==> config.mk <==
export PLATFORM = sky130hd
export DESIGN_NAME = mem_arbiter
export DESIGN_NICKNAME = d
export VERILOG_FILES = /design/src/rtl/mem_arbiter.sv
export SDC_FILE = /design/constraint.sdc
export NUM_CORES = 1
export LEC_CHECK = 0
export BUFFER_PORTS_ARGS = -buffer_cell sky130_fd_sc_hd__buf_2
export CORE_MARGIN = 2
export CORE_UTILIZATION = 30
export DETAILED_ROUTE_END_ITERATION = 7
export GPL_TIMING_DRIVEN = 0
export HOLD_SLACK_MARGIN = 0.1
export PLACE_DENSITY = 0.65
export SETUP_SLACK_MARGIN = 0.5
export SYNTH_ARGS = -nofsm -noshare
export SYNTH_HDL_FRONTEND = slang
export SYNTH_SLANG_ARGS = --single-unit
==> constraint.sdc <==
create_clock -name clk -period 3.65 [get_ports clk]
set_clock_uncertainty 0.2 [all_clocks]
set_input_delay 0.73 -clock clk [delete_from_list [all_inputs] [get_ports clk]]
set_output_delay 0.73 -clock clk [all_outputs]
set_load 0.01 [all_outputs]
==> src/rtl/mem_arbiter.sv <==
// Port-A arbiter for the Chip-8 RAM: CPU vs. host loader, one access at a time,
// IDLE -> ISSUE -> DONE sequencing with read data taken from the RAM's registered output.
module mem_arbiter #(
  parameter bit CPU_PRIORITY = 1'b0
) (
  input  logic        clk,
  input  logic        reset,
  input  logic        cpu_req,
  input  logic        cpu_write,
  input  logic [11:0] cpu_addr,
  input  logic [7:0]  cpu_wdata,
  output logic        cpu_ack,
  output logic [7:0]  cpu_rdata,
  input  logic        ldr_req,
  input  logic        ldr_write,
  input  logic [11:0] ldr_addr,
  input  logic [7:0]  ldr_wdata,
  output logic        ldr_ack,
  output logic [7:0]  ldr_rdata,
  output logic        mem_en,
  output logic        mem_write,
  output logic [11:0] mem_addr,
  output logic [7:0]  mem_wdata,
  input  logic [7:0]  mem_rdata,
  output logic        busy,
  output logic        wp_hit
);
  typedef enum logic [1:0] {IDLE, ISSUE, DONE} state_t;

  typedef struct packed {
    logic        write;
    logic [11:0] addr;
    logic [7:0]  wdata;
  } req_t;

  localparam logic OWN_CPU = 1'b0;
  localparam logic OWN_LDR = 1'b1;

  state_t     state;
  logic       owner;
  logic       last_grant;
  logic [7:0] cpu_rdata_q, ldr_rdata_q;
  logic       grant_ldr;
  req_t       cpu_cmd, ldr_cmd, sel_cmd;

  assign cpu_cmd = '{write: cpu_write, addr: cpu_addr, wdata: cpu_wdata};
  assign ldr_cmd = '{write: ldr_write, addr: ldr_addr, wdata: ldr_wdata};

  // On a tie the loader wins only in round-robin mode and only if the CPU went last.
  always_comb begin
    grant_ldr = ldr_req;
    if (cpu_req && ldr_req)
      grant_ldr = !CPU_PRIORITY && (last_grant == OWN_CPU);
  end

  assign sel_cmd = grant_ldr ? ldr_cmd : cpu_cmd;

  always_ff @(posedge clk) begin
    if (reset) begin
      state       <= IDLE;
      owner       <= OWN_CPU;
      last_grant  <= OWN_LDR;
      mem_write   <= 1'b0;
      mem_addr    <= '0;
      mem_wdata   <= '0;
      cpu_rdata_q <= '0;
      ldr_rdata_q <= '0;
    end else begin
      case (state)
        IDLE: if (cpu_req || ldr_req) begin
          state     <= ISSUE;
          owner     <= grant_ldr ? OWN_LDR : OWN_CPU;
          mem_write <= sel_cmd.write;
          mem_addr  <= sel_cmd.addr;
          mem_wdata <= sel_cmd.wdata;
        end
        ISSUE: state <= DONE;
        DONE: begin
          state      <= IDLE;
          last_grant <= owner;
          // Writes return the old byte too: the RAM reads before it writes.
          if (owner == OWN_CPU) cpu_rdata_q <= mem_rdata;
          else                  ldr_rdata_q <= mem_rdata;
        end
        default: state <= IDLE;
      endcase
    end
  end

  assign mem_en  = (state == ISSUE);
  assign busy    = (state != IDLE);
  assign cpu_ack = (state == DONE) && (owner == OWN_CPU);
  assign ldr_ack = (state == DONE) && (owner == OWN_LDR);
  assign wp_hit  = (state == DONE) && mem_write && (mem_addr[11:9] == 3'd0);

  // RAM output is already registered, so forward it during the ack cycle and hold after.
  assign cpu_rdata = cpu_ack ? mem_rdata : cpu_rdata_q;
  assign ldr_rdata = ldr_ack ? mem_rdata : ldr_rdata_q;
endmodule
; ---- Word level (Yosys, flattened, before mapping)
; Cells that the tools add are included.
[totals]
reg_bits = 41
output_inout_bits = 42
[op_classes]
eq_ne = 3
mux = 7
bitwise_logic = 2
n_reduce_logical = 12
[op_table]
columns = op, n
row1 = two-way mux 21 bit, 1
row2 = two-way mux 8 bit, 2
row3 = AND reduction 2 bit, 3
row4 = logical AND 1 bit, 5
row5 = case mux 2 bit (2 select lines), 1
row6 = logical NOT 3 bit, 1
row7 = == test 2 x 1 -> 1 bit (second input constant), 1
row8 = == test 2 bit (second input constant), 1
row9 = logical NOT 2 bit, 1
row10 = two-way mux 1 bit, 2
row11 = two-way mux 2 bit, 1
row12 = != test 2 bit (second input constant), 1
row13 = NOT 1 bit, 2
row14 = nonzero test 2 bit, 1
row15 = logical OR 1 bit, 1

; ---- Longest topological paths before layout
; Gate-level depths: netlist (run 1).
[depth]
word_depth = 3
ltp_mapped = 5
mapped_depth_nobuf = 4

; ---- Least setup slack after synthesis (run 1)
; No wires, ideal clock.
[synth_path]
path_type = reg-to-output
startpoint = register state[1]
endpoint = output cpu_rdata[0]
arrival_time_ns = 1.112
required_time_ns = 2.720
setup_slack_ns = 1.608
stages_incl_launch_ff = 4
n_path_buf = 1
cell_sequence = dfxtp_1 > nor3b_2 > buf_6 > mux2_4
[synth_via]
elab_chain_len = 3
[synth_lines]
columns = element, line
row1 = start: declaration, 39  ; state_t state;
row2 = start signal: assignment, 60  ; state <= IDLE;
row3 = start signal: assignment, 71  ; state <= ISSUE;
row4 = start signal: assignment, 77  ; ISSUE: state <= DONE;
row5 = == test 2 bit, 92  ; assign cpu_ack = (state == DONE) && (owner == OWN_CPU);
row6 = logical AND 1 bit, 92
row7 = via cpu_ack, 12  ; output logic cpu_ack,
row8 = two-way mux 8 bit, 97  ; assign cpu_rdata = cpu_ack ? mem_rdata : cpu_rdata_q;
row9 = end: declaration, 13  ; output logic [7:0] cpu_rdata,
; The timed path passes the listed nets, and every way through them passes these cells.

; ---- Final worst setup path (run 1)
[layout_path]
startpoint = register state[1]
endpoint = output cpu_rdata[2]
[layout_via]
elab_chain_len = 3
[layout_lines]
columns = element, line
row1 = == test 2 bit, 92
row2 = logical AND 1 bit, 92
row3 = two-way mux 8 bit, 97
; Every way passes these cells.

==> flow_summary.json, run 1 <==
{
  "die_w_um": 81.58,
  "cp_slowest_cell": "dfxtp_1",
  "area_growth_pct": 37.91,
  "layout.cells.non_filler": 370,
  "finalInstanceArea_um2": 2490,
  "ys_seq_area_share_pct": 45.46,
  "vias": 1732,
  "grt_overflow": 0,
  "place.port_buffers": 95,
  "antenna_found_initial": 0,
  "synth-edff-count": 0,
  "cp_max_fo": 9,
  "fmax_mhz": 396.2,
  "syn_area_per_cell_um2": 9.404,
  "fin_crit_sh_pct": 69.15,
  "slew_viol_final": 0,
  "routed_wl_um": 4737,
  "drt-initial-drc-count": 41,
  "synth.top_cell.area_share_pct": 45.46,
  "rsz0062_at_grt": "false",
  "relSlewSlack_pct": 68.55,
  "postCtsSetupBuffers": 0,
  "clock-root-buffer": "clkbuf_8",
  "clkLatencyLatePin_ns": 0.29,
  "final_core_util_pct": 42.56,
  "grt_usage_pct": 14.21,
  "start_kind": "register",
  "power_density_nw_per_um2": 435.0,
  "fp.dieH_um": 81.58,
  "fillCellCount": 585,
  "finalPower_mw": 1.083,
  "finalWorstSetupSlack_ns": 1.126,
  "critPathArrivalTime_ns": 1.59,
  "synth-seq-cells": 41,
  "cp.required_ns": 2.72,
  "syn-num-nets": 246,
  "place.gp.congestion": 0.6843,
  "core.rowCount": 28,
  "regArea_um2": 820.8,
  "syn_inst": 192,
  "num_io_pins": 96,
  "htreeDepth": 2,
  "initial_core_util_pct": 30.86,
  "yosys_warnings": 0,
  "cts-resized-gates": 0,
  "crit_type": "register to output port",
  "async_flop_share_pct": 0,
  "path_cells": "nor3b_2, buf_6, mux2_4, buf_2",
  "final_hold_viol_count": 0,
  "drc_errors": 0,
  "drive_above_1_share_pct": 44.07,
  "drt-wirelength-per-cell_um": 12.80,
  "worstSetupEndpointType": "output port",
  "grt_pass1_vias": 1607,
  "hold_path_class": "register to register",
  "tns_ns": 0,
  "yosys.area.top_type": "dfxtp_1",
  "ant_nets": 0,
  "firstDrtPassIters": 4,
  "layout.nets": 348,
  "numClockSinks": 41,
  "viasPerCell": 4.681,
  "clk_pin_slew_ns": 0.08,
  "ys_types": 26,
  "antenna_cells": 0,
  "numCtsBuffers": 5,
  "synth_area_um2": 1805,
  "ys.flop_type": "dfxtp_1",
  "p_leak_nw": 1.268,
  "path_delay_family": "flip-flops",
  "die_area_um2": 6654,
  "slowest_delay_ns": 0.44,
  "timing.critical_path.buf_inv": 2,
  "hpwl_um": 3558,
  "synth.area.top_cells": "dfxtp_1 (45%), a311oi_1 (10%), nand2_1 (8.9%)",
  "core_area_um2": 5851,
  "place_inst": 362,
  "period_needed_ns": 2.524,
  "peakVddDrop_mv": 0.1736,
  "maxCapViolations": 0,
  "dp_slack_ns": 1.425,
  "cts_tree": "yes",
  "r2r_slack_ns": 2.03,
  "grt_max_degree": 15,
  "status": "finished, final reports clean",
  "hold_ws_ns": 0.3173,
  "setup_viol": 0,
  "worst_pin_slew_ns": 0.4717,
  "hold_buffers": 0,
  "place_area_um2": 2375,
  "grt_pass1_wl_um": 7286,
  "multi_input_area_um2": 900.9,
  "clock_path_buffers": 2
}
==> logic make-up after synthesis <==
kind of cell	after synthesis	synth area share (%)
and+or+nand+nor	71	20.03
AOI/OAI and AO/OA	47	18.23
DFF	41	45.46
buffers and inverters	17	4.643
muxes	16	11.64
==> cell type report <==
class,instances,share of cell area (%)
clock buffers,5,2.764
flip-flops and latches,41,32.96
inverters,2,0.3015
plain buffers,15,3.065
clock inverters,3,1.859
repair buffers,95,19.10
multi-input cells,134,36.18
well taps,75,3.769
==> routing by layer <==
layer  track usage (%)  share of wire [%]
met1             17.05                 43
met2             24.92                 48
met3             3.956                7.7
met4             3.833                1.3
met5                 0                  0
==> flip-flops by register name (all words and copies together) (netlist names) <==
| register | flops |
|---|---|
| ldr_rdata_q | 8 |
| cpu_rdata_q | 8 |
| mem_write | 1 |
| mem_addr | 12 |
| mem_wdata | 8 |
| last_grant | 1 |
| owner | 1 |
| state | 2 |
==> cells in the mapped netlist (2+ instances only) <==
master    instances
a21oi_1          22
a311oi_1         21
and2b_1           9
buf_2            10
clkbuf_1          4
dfxtp_1          41
mux2_1            6
mux2_2            2
mux2_4            8
nand2_1          43
nand2b_1          2
nor2_1            2
nor2b_1           9
==> worst register-to-register path, cell delays in order (launching register included) <==
cell and delay (ns):
dfxtp_1 0.44, nor3b_2 0.22, buf_6 0.19, mux2_4 0.31, and2b_1 0.16
==> cell usage in the layout, fill, tap and decap left out <==
cell          n
a211o_1       1
a21bo_2       1
a21boi_2      1
a21oi_1      22
a311oi_1     21
and2b_1       9
buf_2       105
buf_6         1
bufinv_16     1
clkbuf_1      4
clkbuf_8      5
clkinv_4      1
clkinvlp_4    1
dfxtp_1      41
inv_1         1
inv_2         1
mux2_1        6
mux2_2        2
mux2_4        8
nand2_1      43
nand2b_1      2
nand3b_4      1
nor2_1        2
nor2_2        1
nor2b_1       9
nor3_1        1
nor3b_2       1
nor4_1        1
o21ai_0       1
or2_1         1
==> where the power goes <==
part	total [mW]	switching (mW)	internal [mW]	leakage (nW)
Sequential	0.501	0.0196	0.481	0.337
Clock	0.369	0.165	0.205	0.0543
Combinational	0.213	0.114	0.0994	0.877
==> final timing paths <==
check	cells after the start	startpoint	end
setup / recovery	4	state[1]	cpu_rdata[2]
hold / removal	2	mem_addr[7]	mem_addr[7]
setup reg to reg	4	state[1]	cpu_rdata_q[4]
hold reg to reg	2	mem_addr[7]	mem_addr[7]
Note: power is estimated with default switching activity, not from simulation.
==> run 2: changes to the inputs <==
--- a/config.mk
+++ b/config.mk
@@ -5,13 +5,14 @@
 export SDC_FILE = /design/constraint.sdc
 export NUM_CORES = 1
 export LEC_CHECK = 0
+export ABC_AREA = 1
 export BUFFER_PORTS_ARGS = -buffer_cell sky130_fd_sc_hd__buf_2
 export CORE_MARGIN = 2
 export CORE_UTILIZATION = 30
 export DETAILED_ROUTE_END_ITERATION = 7
 export GPL_TIMING_DRIVEN = 0
 export HOLD_SLACK_MARGIN = 0.1
-export PLACE_DENSITY = 0.65
+export PLACE_DENSITY = 0.63
 export SETUP_SLACK_MARGIN = 0.5
 export SYNTH_ARGS = -nofsm -noshare
 export SYNTH_HDL_FRONTEND = slang
==> constraint.sdc (replaced) <==
create_clock -name clk -period 2.35 [get_ports clk]
set_clock_uncertainty 0.2 [all_clocks]
set_input_delay 0.47 -clock clk [delete_from_list [all_inputs] [get_ports clk]]
set_output_delay 0.47 -clock clk [all_outputs]
set_load 0.01 [all_outputs]
==> run 2 against run 1 <==
- global-route usage rose by 1.5 points
- highest routed layer unchanged
- power rose by 79%
- sequential power rose by 55%
- synthesized cell count rose by 85%
- worst hold slack got worse by 0.037 ns
==> flow_summary.json, run 2 <==
{
  "synth_top_family_by_area": "simple AND/OR/NAND/NOR gates",
  "synth_xor_area_share_pct": 0,
  "cp_max_fo": 5,
  "drt-initial-drc-count": 61,
  "grt_pass1_wl_um": 9729,
  "startpoint": "owner",
  "synth-seq-cells": 41,
  "regMostFlops": "mem_addr",
  "cp_slowest_cell": "dfxtp_4",
  "initial_core_util_pct": 30.43,
  "layout.nets": 528,
  "core.rowCount": 31,
  "layout_commonest_cell": "nand2_1",
  "yosys-top-cells-count": "nand2_1 (114), inv_1 (66), nor2_1 (62)",
  "cts_tree": "yes",
  "syn-num-nets": 410,
  "clk_pin_slew_ns": 0.08,
  "grt_max_degree": 14,
  "fin_crit_sh_pct": 84.97,
  "crit_type": "register to output port",
  "numCtsBuffers": 5,
  "drt-wirelength-per-cell_um": 10.44,
  "num_io_pins": 96,
  "synthSimpleGateAreaFrac_pct": 38.42,
  "numClockSinks": 41,
  "final_hold_viol_count": 0,
  "synth_area_um2": 2172,
  "synth.top_cell.area_share_pct": 37.79,
  "area_growth_pct": 44.76,
  "die_area_um2": 7937,
  "rsz0062_at_grt": "true",
  "yosys_warnings": 0,
  "path_cells": "clkinvlp_4, nor2_4, nand2_1, nand2_2, inv_2, buf_6",
  "syn_area_per_cell_um2": 6.101,
  "grt_usage_pct": 15.75,
  "power_density_nw_per_um2": 616.2,
  "viasPerCell": 4.202,
  "yosys.area.top_type": "dfxtp_1",
  "ys_types": 17,
  "routed_wl_um": 5993,
  "clkLatencyLatePin_ns": 0.29,
  "largest_reg_flops": 12,
  "final_core_util_pct": 44.06,
  "place.gp.congestion": 0.8130,
  "synth_fa_ha_area_share_pct": 0,
  "period_needed_ns": 1.997,
  "maxCapViolations": 0,
  "die_w_um": 89.09,
  "tns_ns": 0,
  "relSlewSlack_pct": 68.42,
  "place.port_buffers": 94,
  "grt_pass1_vias": 2271,
  "fp.dieH_um": 89.09,
  "ys.flop_type": "dfxtp_1",
  "hpwl_um": 4499,
  "synth_compound_area_share_pct": 7.892,
  "ant_nets": 0,
  "worst_pin_slew_ns": 0.4736,
  "setup_viol": 0,
  "slowest_delay_ns": 0.36,
  "synthMuxAreaShare_pct": 0,
  "ys_seq_area_share_pct": 37.79,
  "mostFrequentLayoutCells": "nand2_1 (105), buf_2 (95), nor2_1 (62)",
  "fmax_mhz": 500.8,
  "antenna_found_initial": 0,
  "synth.area.top_cells": "dfxtp_1 (38%), nand2_1 (20%), inv_1 (11%)",
  "fillCellCount": 808,
  "async_flop_share_pct": 0,
  "core_area_um2": 7137,
  "drive_above_1_share_pct": 33.47,
  "p_leak_nw": 1.822,
  "syn_inst": 356,
  "start_kind": "register",
  "grt_overflow": 0,
  "vias": 2412,
  "antenna_cells": 0,
  "firstDrtPassIters": 4,
  "htreeDepth": 2,
  "status": "finished, final reports clean",
  "path_delay_family": "simple AND/OR/NAND/NOR gates",
  "peakVddDrop_mv": 0.3009,
  "min_from": "reset",
  "clock_path_buffers": 2,
  "drc_errors": 0,
  "critPathArrivalTime_ns": 1.33,
  "worstSetupEndpointType": "output port",
  "slew_viol_final": 0,
  "cp.required_ns": 1.68,
  "post-synth-top-count-cell": "nand2_1",
  "synth-edff-count": 0,
  "hold_path_class": "input port to register",
  "reg2reg_from": "state[0]",
  "clock-root-buffer": "clkbuf_8",
  "timing.critical_path.buf_inv": 3
}
run 2: area by class of cell:
class	count	area (µm²)	share of cell area [%]
Sequential cell	41	829.5	26.38
Multi-Input combinational cell	234	1085	34.50
Inverter	66	256.5	8.158
Buffer	17	97.59	3.104
Tap cell	99	123.9	3.940
Timing Repair Buffer	109	618.1	19.66
Clock inverter	3	65.06	2.069
Clock buffer	5	68.82	2.189
run 2: repair_timing:
action                     4_1_cts  5_1_grt
pin swaps                       10       14
gates resized for setup         16       22
setup endpoints to repair       19       20
gates cloned                     2        0
buffers inserted                13        2
hold buffers                     0        0
run 2: path summary, 6_finish.rpt:
kind / cells past startpoint / slack [ns] / end
max: 6 / 0.35 / ldr_rdata[1]
min: 4 / 0.28 / mem_addr[9]
max reg2reg: 13 / 0.49 / ldr_rdata_q[1]
min reg2reg: 4 / 0.31 / mem_wdata[0]
run 2: stage by stage:
step | area (µm²) | worst slack, ns | power [mW] | std cells | hold slack (ns)
6_report | 3144 | 0.3533 | 1.938 | 574 | 0.2800
3_5_place_dp | 2766 | 0.4492 | 1.232 | 549 | 0.3077
3_3_place_gp | 2766 | 0.4874 | 1.226 | 549 | 0.2998
5_1_grt | 3144 | 0.2526 | 2.057 | 574 | 0.3009
4_1_cts | 3064 | 0.3590 | 1.944 | 572 | 0.2658
2_1_floorplan | 2172 | 0.6969 | 1.068 | 356 | 0.2632
run 2: power by group:
part,internal [mW],switching (mW),leakage [nW],total [mW]
Combinational,0.208,0.278,1.42,0.485
Clock,0.422,0.252,0.0681,0.674
Sequential,0.751,0.0269,0.339,0.778
Total,1.38,0.557,1.82,1.94
run 2: cell families after synthesis:
logic type	count (synthesis)
AO/OA/AOI/OAI	23
buffers and inverters	83
flip-flops	41
AND/OR/NAND/NOR	209
run 2: worst reg2reg max path: cells and delay by family (launching register included):
family	cells	cell delay (ns)
flip-flops	1	0.34
AND/OR/NAND/NOR	5	0.39
buffers and inverters	8	0.89
run 2: routing by layer:
layer  GRT usage [%]  wire length, µm
met5               0                0
met4           5.699               86
met3           3.601              368
met2           27.88             2867
met1           18.55             2671
==> run 3: changes to the inputs <==
--- a/config.mk
+++ b/config.mk
@@ -5,14 +5,14 @@
 export SDC_FILE = /design/constraint.sdc
 export NUM_CORES = 1
 export LEC_CHECK = 0
-export ABC_AREA = 1
+export ABC_AREA = 0
 export BUFFER_PORTS_ARGS = -buffer_cell sky130_fd_sc_hd__buf_2
 export CORE_MARGIN = 2
 export CORE_UTILIZATION = 30
 export DETAILED_ROUTE_END_ITERATION = 7
 export GPL_TIMING_DRIVEN = 0
 export HOLD_SLACK_MARGIN = 0.1
-export PLACE_DENSITY = 0.63
+export PLACE_DENSITY = 0.65
 export SETUP_SLACK_MARGIN = 0.5
 export SYNTH_ARGS = -nofsm -noshare
 export SYNTH_HDL_FRONTEND = slang
==> constraint.sdc (replaced) <==
create_clock -name clk -period 2.05 [get_ports clk]
set_clock_uncertainty 0.2 [all_clocks]
set_input_delay 0.41 -clock clk [delete_from_list [all_inputs] [get_ports clk]]
set_output_delay 0.41 -clock clk [all_outputs]
set_load 0.01 [all_outputs]
==> run 3 against run 2 <==
- the flow now finishes with violations (negative setup slack)
- critical endpoint is now cpu_rdata[7]
- sequential power rose by 15%
- via count fell by 27%
- critical path depth fell by 2
- first-iteration DRC count rose by 1.6%
- wire length fell by 16%
- setup slack got worse by 0.42 ns
==> flow_summary.json, run 3 (synthesis results as in run 1) <==
{
  "fp.dieH_um": 81.58,
  "initial_core_util_pct": 30.86,
  "antenna_found_initial": 0,
  "firstDrtPassIters": 4,
  "hold_path_class": "input port to register",
  "clk_pin_slew_ns": 0.07,
  "antenna_cells": 0,
  "place.gp.congestion": 0.6794,
  "p_switching_mw": 0.4999,
  "place.port_buffers": 95,
  "final_core_util_pct": 44.82,
  "status": "complete, but fails checks",
  "largest_reg_flops": 12,
  "ant_nets": 0,
  "p_leak_nw": 1.311,
  "drc_errors": 0,
  "htreeDepth": 2,
  "numCtsBuffers": 5,
  "grt_usage_pct": 14.80,
  "regArea_um2": 829.5,
  "start_kind": "register",
  "numClockSinks": 41,
  "r2r_slack_ns": 0.35,
  "grt_util_met3_pct": 4.066,
  "drt-wirelength-per-cell_um": 13.36,
  "cts_tree": "yes",
  "grt_pass1_vias": 1651,
  "grt_use_met1_pct": 17.82,
  "setup_viol": 8,
  "critPathArrivalTime_ns": 1.51,
  "hold_ws_ns": 0.1847,
  "area_growth_pct": 45.25,
  "p_int_mw": 1.333,
  "cp.required_ns": 1.44,
  "fin_crit_sh_pct": 103.4,
  "cp_max_fo": 5,
  "die_area_um2": 6654,
  "layout.nets": 355,
  "drive_above_1_share_pct": 46.84,
  "routed_wl_um": 5022,
  "multi_input_area_um2": 915.9,
  "crit_type": "register to output port",
  "period_needed_ns": 2.119,
  "grt_overflow": 0,
  "hpwl_um": 3722,
  "viasPerCell": 4.678,
  "peakVddDrop_mv": 0.3658,
  "grt_pass1_wl_um": 7576,
  "busiest_layer": "met2",
  "final_hold_viol_count": 0,
  "drt-initial-drc-count": 62,
  "hold_buffers": 0,
  "gr-usage-met2_pct": 25.57,
  "worst_pin_slew_ns": 0.4711,
  "power_density_nw_per_um2": 699.1,
  "finalWorstSetupSlack_ns": -0.06906,
  "failed_checks": "negative setup slack",
  "slew_viol_final": 0,
  "die_w_um": 81.58,
  "regMostFlops": "mem_addr",
  "maxCapViolations": 0,
  "mostFrequentLayoutCells": "buf_2 (92), nand2_1 (43), dfxtp_1 (38)",
  "core.rowCount": 28,
  "p_comb_share_pct": 23.1,
  "grt_max_degree": 12,
  "sw_frac_of_total_pct": 27.27,
  "layout_commonest_cell": "buf_2",
  "finalPower_mw": 1.833,
  "core_area_um2": 5851,
  "fillCellCount": 592,
  "vias": 1759,
  "worstSetupEndpointType": "output port",
  "seqPwrFrac_pct": 48.6,
  "clkLatencyLatePin_ns": 0.28,
  "num_io_pins": 96,
  "rsz0062_at_grt": "true",
  "fmax_mhz": 471.9,
  "clock-root-buffer": "clkbuf_8",
  "clock_path_buffers": 2,
  "pwr-share-clk_pct": 28.3,
  "relSlewSlack_pct": 68.59
}
## run 3: cell types whose count changed in the layout (fill, tap and decap cells not counted), sizes merged, moves of 8 or more
cell	before	now
a21oi	1	22
nor2b	0	9
nand3	24	0
mux2	0	16
a311oi	0	21
a21boi	21	1
nand2	118	43
buf	121	113
and2b	0	9
inv	65	2
nor2	67	3
## run 3: power by group through the flow
stage               clock (mW)  combinational, mW  sequential (mW)
finish                   0.519              0.423            0.891
global route             0.575              0.467            0.899
CTS                      0.548              0.421            0.892
detailed placement           0              0.386            0.910
global placement             0              0.381            0.910
floorplan                    0              0.198            0.930
## run 3: area by class of cell
class	instances	area share, %
multi-input combinational	134	34.92
sequential	41	31.63
clock buffer	7	3.292
timing repair buffer	102	23.00
buffer	15	3.292
tap	75	3.578
inverter	2	0.2863
## run 3: what timing repair did
| item | 4_1_cts | 5_1_grt |
|---|---|---|
| gates resized for setup | 21 | 3 |
| gates cloned | 1 | 0 |
| pin swaps | 2 | 0 |
| setup endpoints to repair | 31 | 50 |
| hold endpoints to repair | 0 | 0 |
| buffers inserted | 3 | 3 |
## run 3: critical path: stages (launching register included)
cell and delay (ns):
dfxtp_4 0.35, nor3b_4 0.25, buf_6 0.18, mux2_4 0.32, buf_6 0.12
## run 3: worst paths after layout
check	from	cells past startpoint	end
worst min register to register	mem_wdata[6]	2	mem_wdata[6]
worst max register to register	state[1]	7	mem_wdata[0]
worst max-delay path	owner	4	cpu_rdata[7]
worst min-delay path	cpu_addr[8]	3	mem_addr[8]
## run 3: stage by stage
| stage | setup slack [ns] | cells | instance area (µm²) | TNS (ns) |
|---|---|---|---|---|
| 5_1_grt | -0.1332 | 376 | 2623 | -1.314 |
| 3_5_place_dp | 0.2425 | 362 | 2380 | 0 |
| 4_1_cts | -0.08198 | 373 | 2589 | -0.7411 |
| 6_report | -0.06906 | 376 | 2623 | -0.4298 |
| 3_3_place_gp | 0.2517 | 362 | 2380 | 0 |
| 2_1_floorplan | 0.4080 | 192 | 1810 | 0 |
## run 3: metal layers
layer,vias to the layer above,wire (µm)
li1,894,-
met1,792,2198
met5,-,0
met2,68,2392
met4,0,44
met3,5,386
